$ cat src/rtl/udp_header_tx_pkg.sv
// rtl/udp_header_tx_pkg.sv - shared constants and state type for the UDP header transmitter
package udp_header_tx_pkg;

    localparam int DST_MAC_OFF   = 0;
    localparam int DST_IP_OFF    = 6;
    localparam int DST_PORT_OFF  = 10;
    localparam int HDR_FETCH_LEN = 12;
    localparam int HDR_LEN       = 42;

    localparam logic [15:0] ETHERTYPE_IPV4 = 16'h0800;
    localparam logic [7:0]  IP_PROTO_UDP   = 8'h11;
    localparam logic [15:0] IP_VER_IHL_TOS = 16'h4500;
    localparam logic [15:0] MAX_PAYLOAD    = 16'd65507;

    typedef enum logic [1:0] {
        IDLE,
        FETCH,
        CSUM,
        SEND
    } state_e;

endpackage

$ cat src/rtl/udp_header_tx_ip_csum16.sv
// rtl/udp_header_tx_ip_csum16.sv - ones'-complement 16-bit word accumulator with fold/invert result
module ip_csum16 (
    input  logic        clk,
    input  logic        rst_n,
    input  logic        clr,
    input  logic        add_en,
    input  logic [15:0] add_word,
    input  logic        fold_en,
    output logic [15:0] csum
);

    logic [19:0] acc_q, acc_d;
    logic [15:0] csum_q, csum_d;
    logic [16:0] fold1;
    logic [15:0] fold2;

    // Twenty bits hold up to sixteen full words, so two folds always settle the carries.
    always_comb begin
        fold1  = {1'b0, acc_q[15:0]} + {13'b0, acc_q[19:16]};
        fold2  = fold1[15:0] + {15'b0, fold1[16]};
        acc_d  = acc_q;
        csum_d = csum_q;
        if (clr) begin
            acc_d = '0;
        end else if (add_en) begin
            acc_d = acc_q + {4'b0, add_word};
        end
        if (fold_en) begin
            csum_d = ~fold2;
        end
    end

    always_ff @(posedge clk or negedge rst_n) begin
        if (!rst_n) begin
            acc_q  <= '0;
            csum_q <= '0;
        end else begin
            acc_q  <= acc_d;
            csum_q <= csum_d;
        end
    end

    assign csum = csum_q;

endmodule

$ cat src/rtl/udp_header_tx.sv
// rtl/udp_header_tx.sv - fetches destination fields from header RAM and streams a 42-byte Eth/IPv4/UDP header
// Optional macro UDP_HEADER_IP_ID_COUNTER_EN: IPv4 ID increments after every completed header.
module udp_header_tx
    import udp_header_tx_pkg::*;
#(
    parameter int          aw       = 5,
    parameter logic [47:0] SRC_MAC  = 48'h00105AD15500,
    parameter logic [31:0] SRC_IP   = 32'hC0A80102,
    parameter logic [15:0] SRC_PORT = 16'h80F0,
    parameter logic [7:0]  TTL      = 8'd64
) (
    input  logic          clk,
    input  logic          rst_n,
    input  logic          start,
    input  logic [15:0]   payload_len,
    output logic          busy,
    output logic          err,
    output logic [aw-1:0] hdr_addr,
    input  logic [7:0]    hdr_data,
    output logic [7:0]    out_data,
    output logic          out_valid,
    input  logic          out_ready,
    output logic          out_last
);

    state_e          state_q, state_d;
    logic [3:0]      cnt_q, cnt_d;
    logic [5:0]      idx_q, idx_d;
    logic [aw-1:0]   hdr_addr_q, hdr_addr_d;
    logic [15:0]     len_q, len_d;
    logic            err_q, err_d;
    logic [7:0]      dst_q [HDR_FETCH_LEN];
    logic [7:0]      dst_d [HDR_FETCH_LEN];

    logic [15:0]     ip_id;
    logic [15:0]     total_len, udp_len;
    logic            csum_clr, csum_add, csum_fold;
    logic [15:0]     csum_word, csum;
    logic [HDR_LEN*8-1:0] hdr_vec;
    logic [7:0]      hdr_bytes [HDR_LEN];

    assign total_len = len_q + 16'd28;
    assign udp_len   = len_q + 16'd8;

`ifdef UDP_HEADER_IP_ID_COUNTER_EN
    logic [15:0] ip_id_q, ip_id_d;
    logic        last_accept;

    assign last_accept = (state_q == SEND) && out_ready && (idx_q == 6'(HDR_LEN - 1));

    always_comb begin
        ip_id_d = ip_id_q;
        if (last_accept) begin
            ip_id_d = ip_id_q + 16'd1;
        end
    end

    always_ff @(posedge clk or negedge rst_n) begin
        if (!rst_n) begin
            ip_id_q <= '0;
        end else begin
            ip_id_q <= ip_id_d;
        end
    end

    assign ip_id = ip_id_q;
`else
    assign ip_id = 16'h0000;
`endif

    always_comb begin
        state_d    = state_q;
        cnt_d      = cnt_q;
        idx_d      = idx_q;
        hdr_addr_d = hdr_addr_q;
        len_d      = len_q;
        err_d      = 1'b0;
        dst_d      = dst_q;
        csum_clr   = 1'b0;
        csum_add   = 1'b0;
        csum_word  = '0;
        csum_fold  = 1'b0;
        case (state_q)
            IDLE: begin
                if (start) begin
                    if (payload_len > MAX_PAYLOAD) begin
                        err_d = 1'b1;
                    end else begin
                        len_d      = payload_len;
                        cnt_d      = '0;
                        hdr_addr_d = '0;
                        csum_clr   = 1'b1;
                        state_d    = FETCH;
                    end
                end
            end
            FETCH: begin
                // RAM data lags the address by one cycle, so cycle k captures byte k-1.
                if (cnt_q != 4'd0) begin
                    dst_d[cnt_q - 4'd1] = hdr_data;
                end
                // Constant IP words are summed early; dest IP words once their bytes have landed.
                csum_add = 1'b1;
                case (cnt_q)
                    4'd0:    csum_word = IP_VER_IHL_TOS;
                    4'd1:    csum_word = total_len;
                    4'd2:    csum_word = ip_id;
                    4'd3:    csum_word = {TTL, IP_PROTO_UDP};
                    4'd4:    csum_word = SRC_IP[31:16];
                    4'd5:    csum_word = SRC_IP[15:0];
                    4'd9:    csum_word = {dst_q[DST_IP_OFF], dst_q[DST_IP_OFF+1]};
                    default: csum_add  = 1'b0;
                endcase
                hdr_addr_d = (cnt_q < 4'(HDR_FETCH_LEN - 1)) ? aw'(cnt_q + 4'd1) : '0;
                if (cnt_q == 4'(HDR_FETCH_LEN)) begin
                    cnt_d   = '0;
                    state_d = CSUM;
                end else begin
                    cnt_d = cnt_q + 4'd1;
                end
            end
            CSUM: begin
                if (cnt_q == 4'd0) begin
                    csum_add  = 1'b1;
                    csum_word = {dst_q[DST_IP_OFF+2], dst_q[DST_IP_OFF+3]};
                    cnt_d     = 4'd1;
                end else begin
                    csum_fold = 1'b1;
                    idx_d     = '0;
                    state_d   = SEND;
                end
            end
            SEND: begin
                if (out_ready) begin
                    if (idx_q == 6'(HDR_LEN - 1)) begin
                        state_d = IDLE;
                    end else begin
                        idx_d = idx_q + 6'd1;
                    end
                end
            end
            default: state_d = IDLE;
        endcase
    end

    always_ff @(posedge clk or negedge rst_n) begin
        if (!rst_n) begin
            state_q    <= IDLE;
            cnt_q      <= '0;
            idx_q      <= '0;
            hdr_addr_q <= '0;
            len_q      <= '0;
            err_q      <= 1'b0;
            dst_q      <= '{default: 8'h00};
        end else begin
            state_q    <= state_d;
            cnt_q      <= cnt_d;
            idx_q      <= idx_d;
            hdr_addr_q <= hdr_addr_d;
            len_q      <= len_d;
            err_q      <= err_d;
            dst_q      <= dst_d;
        end
    end

    ip_csum16 u_csum (
        .clk      (clk),
        .rst_n    (rst_n),
        .clr      (csum_clr),
        .add_en   (csum_add),
        .add_word (csum_word),
        .fold_en  (csum_fold),
        .csum     (csum)
    );

    assign hdr_vec = {
        dst_q[DST_MAC_OFF+0], dst_q[DST_MAC_OFF+1], dst_q[DST_MAC_OFF+2],
        dst_q[DST_MAC_OFF+3], dst_q[DST_MAC_OFF+4], dst_q[DST_MAC_OFF+5],
        SRC_MAC, ETHERTYPE_IPV4, IP_VER_IHL_TOS, total_len, ip_id, 16'h0000,
        TTL, IP_PROTO_UDP, csum, SRC_IP,
        dst_q[DST_IP_OFF+0], dst_q[DST_IP_OFF+1], dst_q[DST_IP_OFF+2], dst_q[DST_IP_OFF+3],
        SRC_PORT, dst_q[DST_PORT_OFF], dst_q[DST_PORT_OFF+1], udp_len, 16'h0000
    };

    always_comb begin
        for (int i = 0; i < HDR_LEN; i++) begin
            hdr_bytes[i] = hdr_vec[8*(HDR_LEN-1-i) +: 8];
        end
    end

    assign busy      = (state_q != IDLE);
    assign err       = err_q;
    assign hdr_addr  = hdr_addr_q;
    assign out_valid = (state_q == SEND);
    assign out_data  = out_valid ? hdr_bytes[idx_q] : 8'h00;
    assign out_last  = out_valid && (idx_q == 6'(HDR_LEN - 1));

endmodule

$ cat config.mk
export PLATFORM = sky130hd
export DESIGN_NAME = udp_header_tx
export DESIGN_NICKNAME = d
export VERILOG_FILES = /design/src/rtl/udp_header_tx_pkg.sv /design/src/rtl/udp_header_tx_ip_csum16.sv /design/src/rtl/udp_header_tx.sv
export SDC_FILE = /design/constraint.sdc
export NUM_CORES = 1
export LEC_CHECK = 0
export ABC_AREA = 1
export CORE_MARGIN = 1.5
export CORE_UTILIZATION = 60
export DETAILED_ROUTE_END_ITERATION = 7
export GPL_TIMING_DRIVEN = 0
export PLACE_DENSITY = 0.79
export SLEW_MARGIN = 20
export SYNTH_ARGS = -nofsm -noshare
export SYNTH_HDL_FRONTEND = slang
export SYNTH_SLANG_ARGS = --single-unit
$ cat constraint.sdc
create_clock -name clk -period 4.07 [get_ports clk]
set_input_delay 0.407 -clock clk [delete_from_list [all_inputs] [get_ports clk]]
set_output_delay 0.407 -clock clk [all_outputs]
set_load 0.02 [all_outputs]
# Word-level counts from Yosys, hierarchy flattened
# Index checks and enable logic that the tools add are counted.
[word_totals]
register_bits = 166
out_inout_bits = 17
inputBits = 28
[classes]
magnitude_cmp = 5
bitwise = 4
reduce_logical = 17
n_mux = 43
add_sub_neg = 9
n_eq_ne = 19
[ops]
columns = ["cell", "n"]
rows = [
  ["$bwmux W96", 1],
  ["$pmux W16 S6", 1],
  ["$bmux W8 S6", 1],
  ["$mux W20", 2],
  ["$demux W8 S4", 1],
  ["$mux W8", 4],
  ["$pmux W16 S2", 1],
  ["$add A20 B16 Y20", 1],
  ["$mux W6", 3],
  ["$add A16 B4 Y17", 1],
  ["$add A16 B1 Y16", 1],
  ["$add A16 B4 Y16 const B", 1],
  ["$add A16 B5 Y16 const B", 1],
  ["$gt A16 B16 Y1 const B", 1],
  ["$mux W16", 1],
  ["$mux W4", 4],
  ["$not A16 Y16", 1],
  ["$mux W5", 3],
  ["$mux W2", 6],
  ["$ne A2 B2 Y1 const B", 6],
  ["$pmux W4 S3", 1],
  ["$pmux W6 S2", 1],
  ["$mux W1", 10],
  ["$pmux W5 S2", 1],
  ["other kinds (32)", 43],
]

# Depth between registers and ports, before layout
# Gate-level depths: netlist (run 1).
[logic_depth]
word_depth = 7
depth_mapped = 24
depth_no_buf = 23

# Cells and area by module
# A second synthesis (run 1) with hierarchy kept.
[unflattened]
hier_cells = 1531
area_unflattened_um2 = 10918.0
[by_module_without_submodules]
columns = ["mod", "seq_area_each_um2", "area_per_inst_um2", "instances", "cells_each"]
rows = [
  ["udp_header_tx", 3253.1, 7920.1, 1, 1079],
  ["ip_csum16", 900.9, 2997.9, 1, 452],
]

# Worst setup path before layout (run 1)
# No wires, ideal clock.
[synth_timing]
kind = "register -> register"
from = "register cnt_q[0]"
to = "register u_csum.acc_q[12]"
stages_incl_launch_ff = 22
arrival_ns = 3.233
period_less_slack_ns = 3.359
path_slack_ns = 0.711
path_cell_list = "dfrtp_1 > inv_1 > ha_1 > nand2_1 > nor2_1 > nand2_1 > inv_1 > buf_2 > nand2_1 > a21oi_1 > ha_1 > inv_1 > fa_1 > inv_1 > nand3_1 > nand2_1 > a21boi_1 > o21ai_0 > a21oi_1 > nand2b_1 > nand3_1 > o21ai_0"
[synth_between]
elab_chain_len = 6
[synth_lines]
columns = ["item", "line", "source"]
rows = [
  ["start: declaration", "udp_header_tx.sv:27", "logic [3:0] cnt_q, cnt_d;"],
  ["start signal: assignment", "udp_header_tx.sv:157", "cnt_q <= cnt_d;"],
  ["$eq A4 B4 Y1 (tied with other cells)", "udp_header_tx.sv:104", "case (cnt_q)"],
  ["$pmux W16 S6 / $mux W16 (equally long branches)", "udp_header_tx.sv:104, udp_header_tx.sv:123", ""],
  ["$pmux W16 S2", "udp_header_tx.sv:83", "case (state_q)"],
  ["$add A20 B16 Y20", "udp_header_tx_ip_csum16.sv:26", "acc_d = acc_q + {4'b0, add_word};"],
  ["$mux W20", "udp_header_tx_ip_csum16.sv:25", "end else if (add_en) begin"],
  ["$mux W20", "udp_header_tx_ip_csum16.sv:23", "if (clr) begin"],
  ["end signal: assignment", "udp_header_tx_ip_csum16.sv:35", "acc_q <= '0;"],
  ["end signal: assignment", "udp_header_tx_ip_csum16.sv:38", "acc_q <= acc_d;"],
  ["end: declaration", "udp_header_tx_ip_csum16.sv:12", "logic [19:0] acc_q, acc_d;"],
]
# Several ways; a longest one is shown, not always the timed one. The select of a mux whose other input is x is not followed.
# A chain may end at the register's enable or synchronous reset.

# Worst setup path in the final report (run 1)
[layout_timing]
from = "register idx_q[0]"
to = "output out_data[2]"
[layout_between]
elab_chain_len = 5
[layout_lines]
columns = ["item", "line", "source"]
rows = [
  ["start: declaration", "udp_header_tx.sv:28", "logic [5:0] idx_q, idx_d;"],
  ["start signal: assignment", "udp_header_tx.sv:158", "idx_q <= idx_d;"],
  ["$not A6 Y7 (not written as such)", "udp_header_tx.sv:195", "assign out_data = out_valid ? hdr_bytes[idx_q] : 8'h00;"],
  ["$bmux W8 S6", "udp_header_tx.sv:195", ""],
  ["$mux W8 (not written as such) (2 in series)", "udp_header_tx.sv:195", ""],
  ["$mux W8", "udp_header_tx.sv:195", ""],
  ["end: declaration", "udp_header_tx.sv:20", "output logic [7:0] out_data,"],
]
# No other way between the ends. The select of a mux whose other input is x is not followed.

==> report_table.html, run 1 <==
<table>
<tr><th>Metric</th><th>Value</th></tr>
<tr><th colspan="2">Outcome</th></tr>
<tr><td>Status</td><td>complete, no violations</td></tr>
<tr><th colspan="2">Route</th></tr>
<tr><td>Via count</td><td>11382</td></tr>
<tr><td>Routed length on met2</td><td>15.6 mm</td></tr>
<tr><td>DRC marker count from the first detailed-route iteration</td><td>1388</td></tr>
<tr><td>Highest layer used for signal routing</td><td>met4</td></tr>
<tr><td>1st-pass router iterations</td><td>6</td></tr>
<tr><td>Drt drc</td><td>0</td></tr>
<tr><td>Final wirelength</td><td>36.6 mm</td></tr>
<tr><td>Ratio of routed vias to standard cells</td><td>6.04</td></tr>
<tr><td>Routed metal-1 wire length</td><td>15.5 mm</td></tr>
<tr><td>Drt wl/cell</td><td>19.4 µm</td></tr>
<tr><td>Number of nets still failing antenna checks after routing</td><td>0</td></tr>
<tr><td>Detailed route wirelength on metal3</td><td>4.18 mm</td></tr>
<tr><th colspan="2">Placement</th></tr>
<tr><td>Final HPWL DP</td><td>27.6 mm</td></tr>
<tr><td>Global placer's final weighted congestion</td><td>1.03</td></tr>
<tr><td>Port Buffer Count</td><td>44</td></tr>
<tr><th colspan="2">Power and ir drop</th></tr>
<tr><td>Clock network fraction of design power</td><td>0.180</td></tr>
<tr><td>Power Density</td><td>683 nW/µm²</td></tr>
<tr><td>Maximum resistive drop on vdd</td><td>472 µV</td></tr>
<tr><td>Switch Pwr</td><td>4.12 mW</td></tr>
<tr><td>Sequential Power Share</td><td>0.320</td></tr>
<tr><td>Internal Dissipation</td><td>4.27 mW</td></tr>
<tr><td>Combinational group share of total power</td><td>0.500</td></tr>
<tr><td>Leak pwr</td><td>5.93 nW</td></tr>
<tr><td>Net switching fraction of the power</td><td>0.491</td></tr>
<tr><th colspan="2">Timing</th></tr>
<tr><td>Min Tclk post-route</td><td>3850 ps</td></tr>
<tr><td>Peak Freq</td><td>260 MHz</td></tr>
<tr><td>RSZ-0062 raised after global routing</td><td>false</td></tr>
<tr><td>Endpoints failing setup</td><td>0</td></tr>
<tr><td>Largest clock skew in the final design</td><td>15.7 ps</td></tr>
<tr><td>Max_slew headroom</td><td>0.385</td></tr>
<tr><td>Final-report hold violation count</td><td>0</td></tr>
<tr><td>Part of the cycle the worst path needs</td><td>0.946</td></tr>
<tr><td>Actual transition at the worst max-transition pin</td><td>923 ps</td></tr>
<tr><td>Smallest hold slack</td><td>418 ps</td></tr>
<tr><td>Max-slew violation count</td><td>0</td></tr>
<tr><th colspan="2">Critical path</th></tr>
<tr><td>Worst Path Required</td><td>3660 ps</td></tr>
<tr><td>Crit path capture type</td><td>output port</td></tr>
<tr><td>R2r setup slk</td><td>220 ps</td></tr>
<tr><td>RR Endpoint</td><td>u_csum.acc_q[19]</td></tr>
<tr><td>Startpoint class of the critical path</td><td>flip-flop</td></tr>
<tr><td>Worst endpoint data arrival time</td><td>3440 ps</td></tr>
<tr><td>Critical R2R Launch</td><td>len_q[2]</td></tr>
<tr><td>Critical Path Start</td><td>idx_q[0]</td></tr>
<tr><td>Maximum fanout count along the critical path</td><td>10</td></tr>
<tr><td>Worst setup path end</td><td>out_data[2]</td></tr>
<tr><td>Worst reg-to-reg path cell count</td><td>17</td></tr>
<tr><td>Type of the setup path with the least slack</td><td>flip-flop to output port</td></tr>
<tr><th colspan="2">Logic synthesis</th></tr>
<tr><td>Share of synthesized registers carrying an async set or reset</td><td>1.00</td></tr>
<tr><td>Netlist area before placement</td><td>10900 µm²</td></tr>
<tr><td>Total nets after synthesis</td><td>1647</td></tr>
<tr><td>Share of Yosys cell area claimed by the top area cell type</td><td>0.380</td></tr>
<tr><td>Post-synth cell types</td><td>52</td></tr>
<tr><td>Post-synthesis register bit count</td><td>166</td></tr>
<tr><td>Synth warnings</td><td>0</td></tr>
<tr><td>Top cells by area in the synthesized netlist</td><td>dfrtp_1 (38%), nand2_1 (17%), o21ai_0 (8.3%)</td></tr>
<tr><td>Post-synthesis cell type with the largest combined area</td><td>dfrtp_1</td></tr>
<tr><td>Most common cell in the synthesized netlist</td><td>nand2_1</td></tr>
<tr><td>Commonest cells in the synthesized netlist</td><td>nand2_1 (506), o21ai_0 (182), dfrtp_1 (166)</td></tr>
<tr><td>Most used flip-flop cell after synthesis</td><td>dfrtp_1</td></tr>
<tr><td>Share of synthesized area occupied by flip-flops and latches</td><td>0.380</td></tr>
<tr><td>Syn Inst Count</td><td>1575</td></tr>
<tr><td>Mean area per synthesized cell</td><td>6.94 µm²</td></tr>
<tr><td>Number of flops mapped to enable cells by yosys</td><td>0</td></tr>
<tr><th colspan="2">Clock network</th></tr>
<tr><td>Number of buffers on the longest clock path</td><td>2</td></tr>
<tr><td>Inserted Clock Buffers</td><td>17</td></tr>
<tr><td>Clock tree from TritonCTS</td><td>yes</td></tr>
<tr><td>Number of levels in the clock H-tree</td><td>4</td></tr>
<tr><td>CTS root buf</td><td>clkbuf_16</td></tr>
<tr><td>Number of clock sinks seen by CTS</td><td>166</td></tr>
<tr><td># Post-CTS Setup Buffers</td><td>0</td></tr>
<tr><td>Clock-pin slew on the worst setup and hold paths</td><td>70 ps</td></tr>
<tr><td>Later-pin clock latency in the skew report</td><td>440 ps</td></tr>
<tr><th colspan="2">Finish</th></tr>
<tr><td>Filler cell count in the final layout</td><td>1597</td></tr>
<tr><td>Layout overhead on the synthesized area</td><td>12.4%</td></tr>
<tr><td>Total area of sequential cells</td><td>4150 µm²</td></tr>
<tr><td>Post-layout utilization of the core</td><td>0.686</td></tr>
<tr><td>Footprint of the multi-input gates</td><td>5930 µm²</td></tr>
<tr><td>Final nets</td><td>1713</td></tr>
<tr><td>Share of layout cells above drive strength 1</td><td>0.0617</td></tr>
<tr><th colspan="2">Floorplanning</th></tr>
<tr><td>Core box area</td><td>17900 µm²</td></tr>
<tr><td>I/O pin cnt</td><td>45</td></tr>
<tr><td>Die footprint</td><td>19000 µm²</td></tr>
<tr><td>Starting utilization of the core area</td><td>0.610</td></tr>
<tr><td>Height of the die</td><td>138 µm</td></tr>
<tr><td>Die outline width</td><td>138 µm</td></tr>
<tr><td>Placement Rows</td><td>49</td></tr>
<tr><th colspan="2">Global route</th></tr>
<tr><td>Remaining global-route overflow</td><td>0</td></tr>
<tr><td>Wire length of the first global-routing pass</td><td>55.7 mm</td></tr>
<tr><td>All-layer global routing usage</td><td>0.395</td></tr>
<tr><td>Vias in the first global route</td><td>10275</td></tr>
<tr><td>Pin count of the biggest net entering global routing</td><td>70</td></tr>
<tr><td>Number of antenna violations at the first check in global routing</td><td>1</td></tr>
<tr><th colspan="2">Worst hold path</th></tr>
<tr><td>HP Class</td><td>input port to asynchronous set/reset pin</td></tr>
<tr><th colspan="2">Flow run</th></tr>
<tr><td>Number of max-cap violations</td><td>0</td></tr>
</table>
[layout by cell type, fill, tap and decap left out, types with 4 or more instances in the layout]
master	count
clkinv_2	5
inv_6	5
o211ai_1	6
nor2_2	7
inv_1	141
ha_1	41
nand2_2	4
buf_2	28
dfrtp_1	166
a221oi_1	4
o221ai_1	7
inv_2	10
o21ai_0	181
clkbuf_16	17
nand3_1	112
clkbuf_1	23
xor2_1	16
a21boi_0	5
nand2_1	505
xnor2_1	6
nor3_1	5
a22oi_1	9
o22ai_1	26
a31oi_1	7
nand4_1	26
nor2_1	122
clkdlybuf4s50_1	43
a21oi_1	68
[power by group through the flow]
stage / combinational [mW] / clock, mW / sequential (mW)
2_1_floorplan: 2.72 / 0 / 2.52
3_3_place_gp: 3.93 / 0 / 2.66
3_5_place_dp: 4.01 / 0 / 2.67
4_1_cts: 4.04 / 1.51 / 2.66
5_1_grt: 4.59 / 1.57 / 2.74
6_report: 4.19 / 1.51 / 2.69
[per-layer routing]
metal / GRT usage / vias up
met5: 0 / -
met2: 0.574 / 673
met1: 0.563 / 5268
li1: - / 5332
met3: 0.0976 / 109
met4: 0.167 / 0
[flip-flops by register name (all words and copies together), names as in the netlist]
name and flops:
cnt_q 4, u_csum.acc_q 20, state_q 2, err 1
dst_q 96, idx_q 6, len_q 16, u_csum.csum 16
hdr_addr 5
[final cells by class]
class | count | area share
antenna | 1 | 0.000204
buffer | 60 | 0.0233
clock buffer | 18 | 0.0358
clock inverter | 13 | 0.00764
inverter | 154 | 0.0471
multi-input combinational | 1195 | 0.483
sequential | 166 | 0.338
tap | 229 | 0.0233
timing repair buffer | 47 | 0.0416
[per-stage QoR]
stage	power [mW]	std cells	worst slack [ps]	setup TNS [ps]	cell area, µm²
final	8.39	1883	220	0	12300
after global placement	6.60	1848	-4130	-683870	11700
after detailed placement	6.68	1850	-126	-214	11700
after global routing	8.90	1882	33.5	0	12300
after CTS	8.21	1882	23.1	0	12300
after floorplan	5.24	1575	711	0	10900
[worst max-delay path, stage by stage, from the launching register on]
cell	delay [ps]
dfrtp_1	380
buf_2	210
inv_2	130
nand2_1	270
buf_2	350
o22ai_1	110
nor2_1	170
o21ai_0	130
inv_1	130
o211ai_1	100
a21oi_1	350
clkdlybuf4s50_1	680
[worst min path at each step]
stage	slack [ps]	depth (start not counted)	endpoint
final	420	2	len_q[3]
after detailed placement	290	1	len_q[3]
after CTS	430	2	len_q[3]
after global placement	470	2	u_csum.csum[8]
after global routing	450	2	len_q[3]
after floorplan	110	0	cnt_q[0]
[cells by family (layout without fill, tap and decap cells)]
| group | after synthesis | after routing | share of synthesized area |
|---|---|---|---|
| mux | 2 | 2 | 0.00183 |
| buf+inv | 214 | 292 | 0.0787 |
| compound gates | 329 | 329 | 0.167 |
| fa+ha+maj | 44 | 44 | 0.0518 |
| flops | 166 | 166 | 0.380 |
| xor+xnor | 23 | 23 | 0.0191 |
| other cells | 0 | 1 | 0 |
| simple gates | 797 | 797 | 0.301 |
[what timing repair did]
| item | 4_1_cts | 5_1_grt |
|---|---|---|
| hold buffers | 1 | 0 |
| hold endpoints to repair | 33 | 0 |
| setup endpoints to repair | 3 | 7 |
| gates resized for setup | 2 | 12 |
| pin swaps | 0 | 1 |
(Power assumes the default switching activity.)
==> inputs of run 2 (changes only) <==
- HOLD_SLACK_MARGIN: default -> 0.05
==> results of run 2 <==
The final DEF is identical to that of run 1; final timing and power are the same.
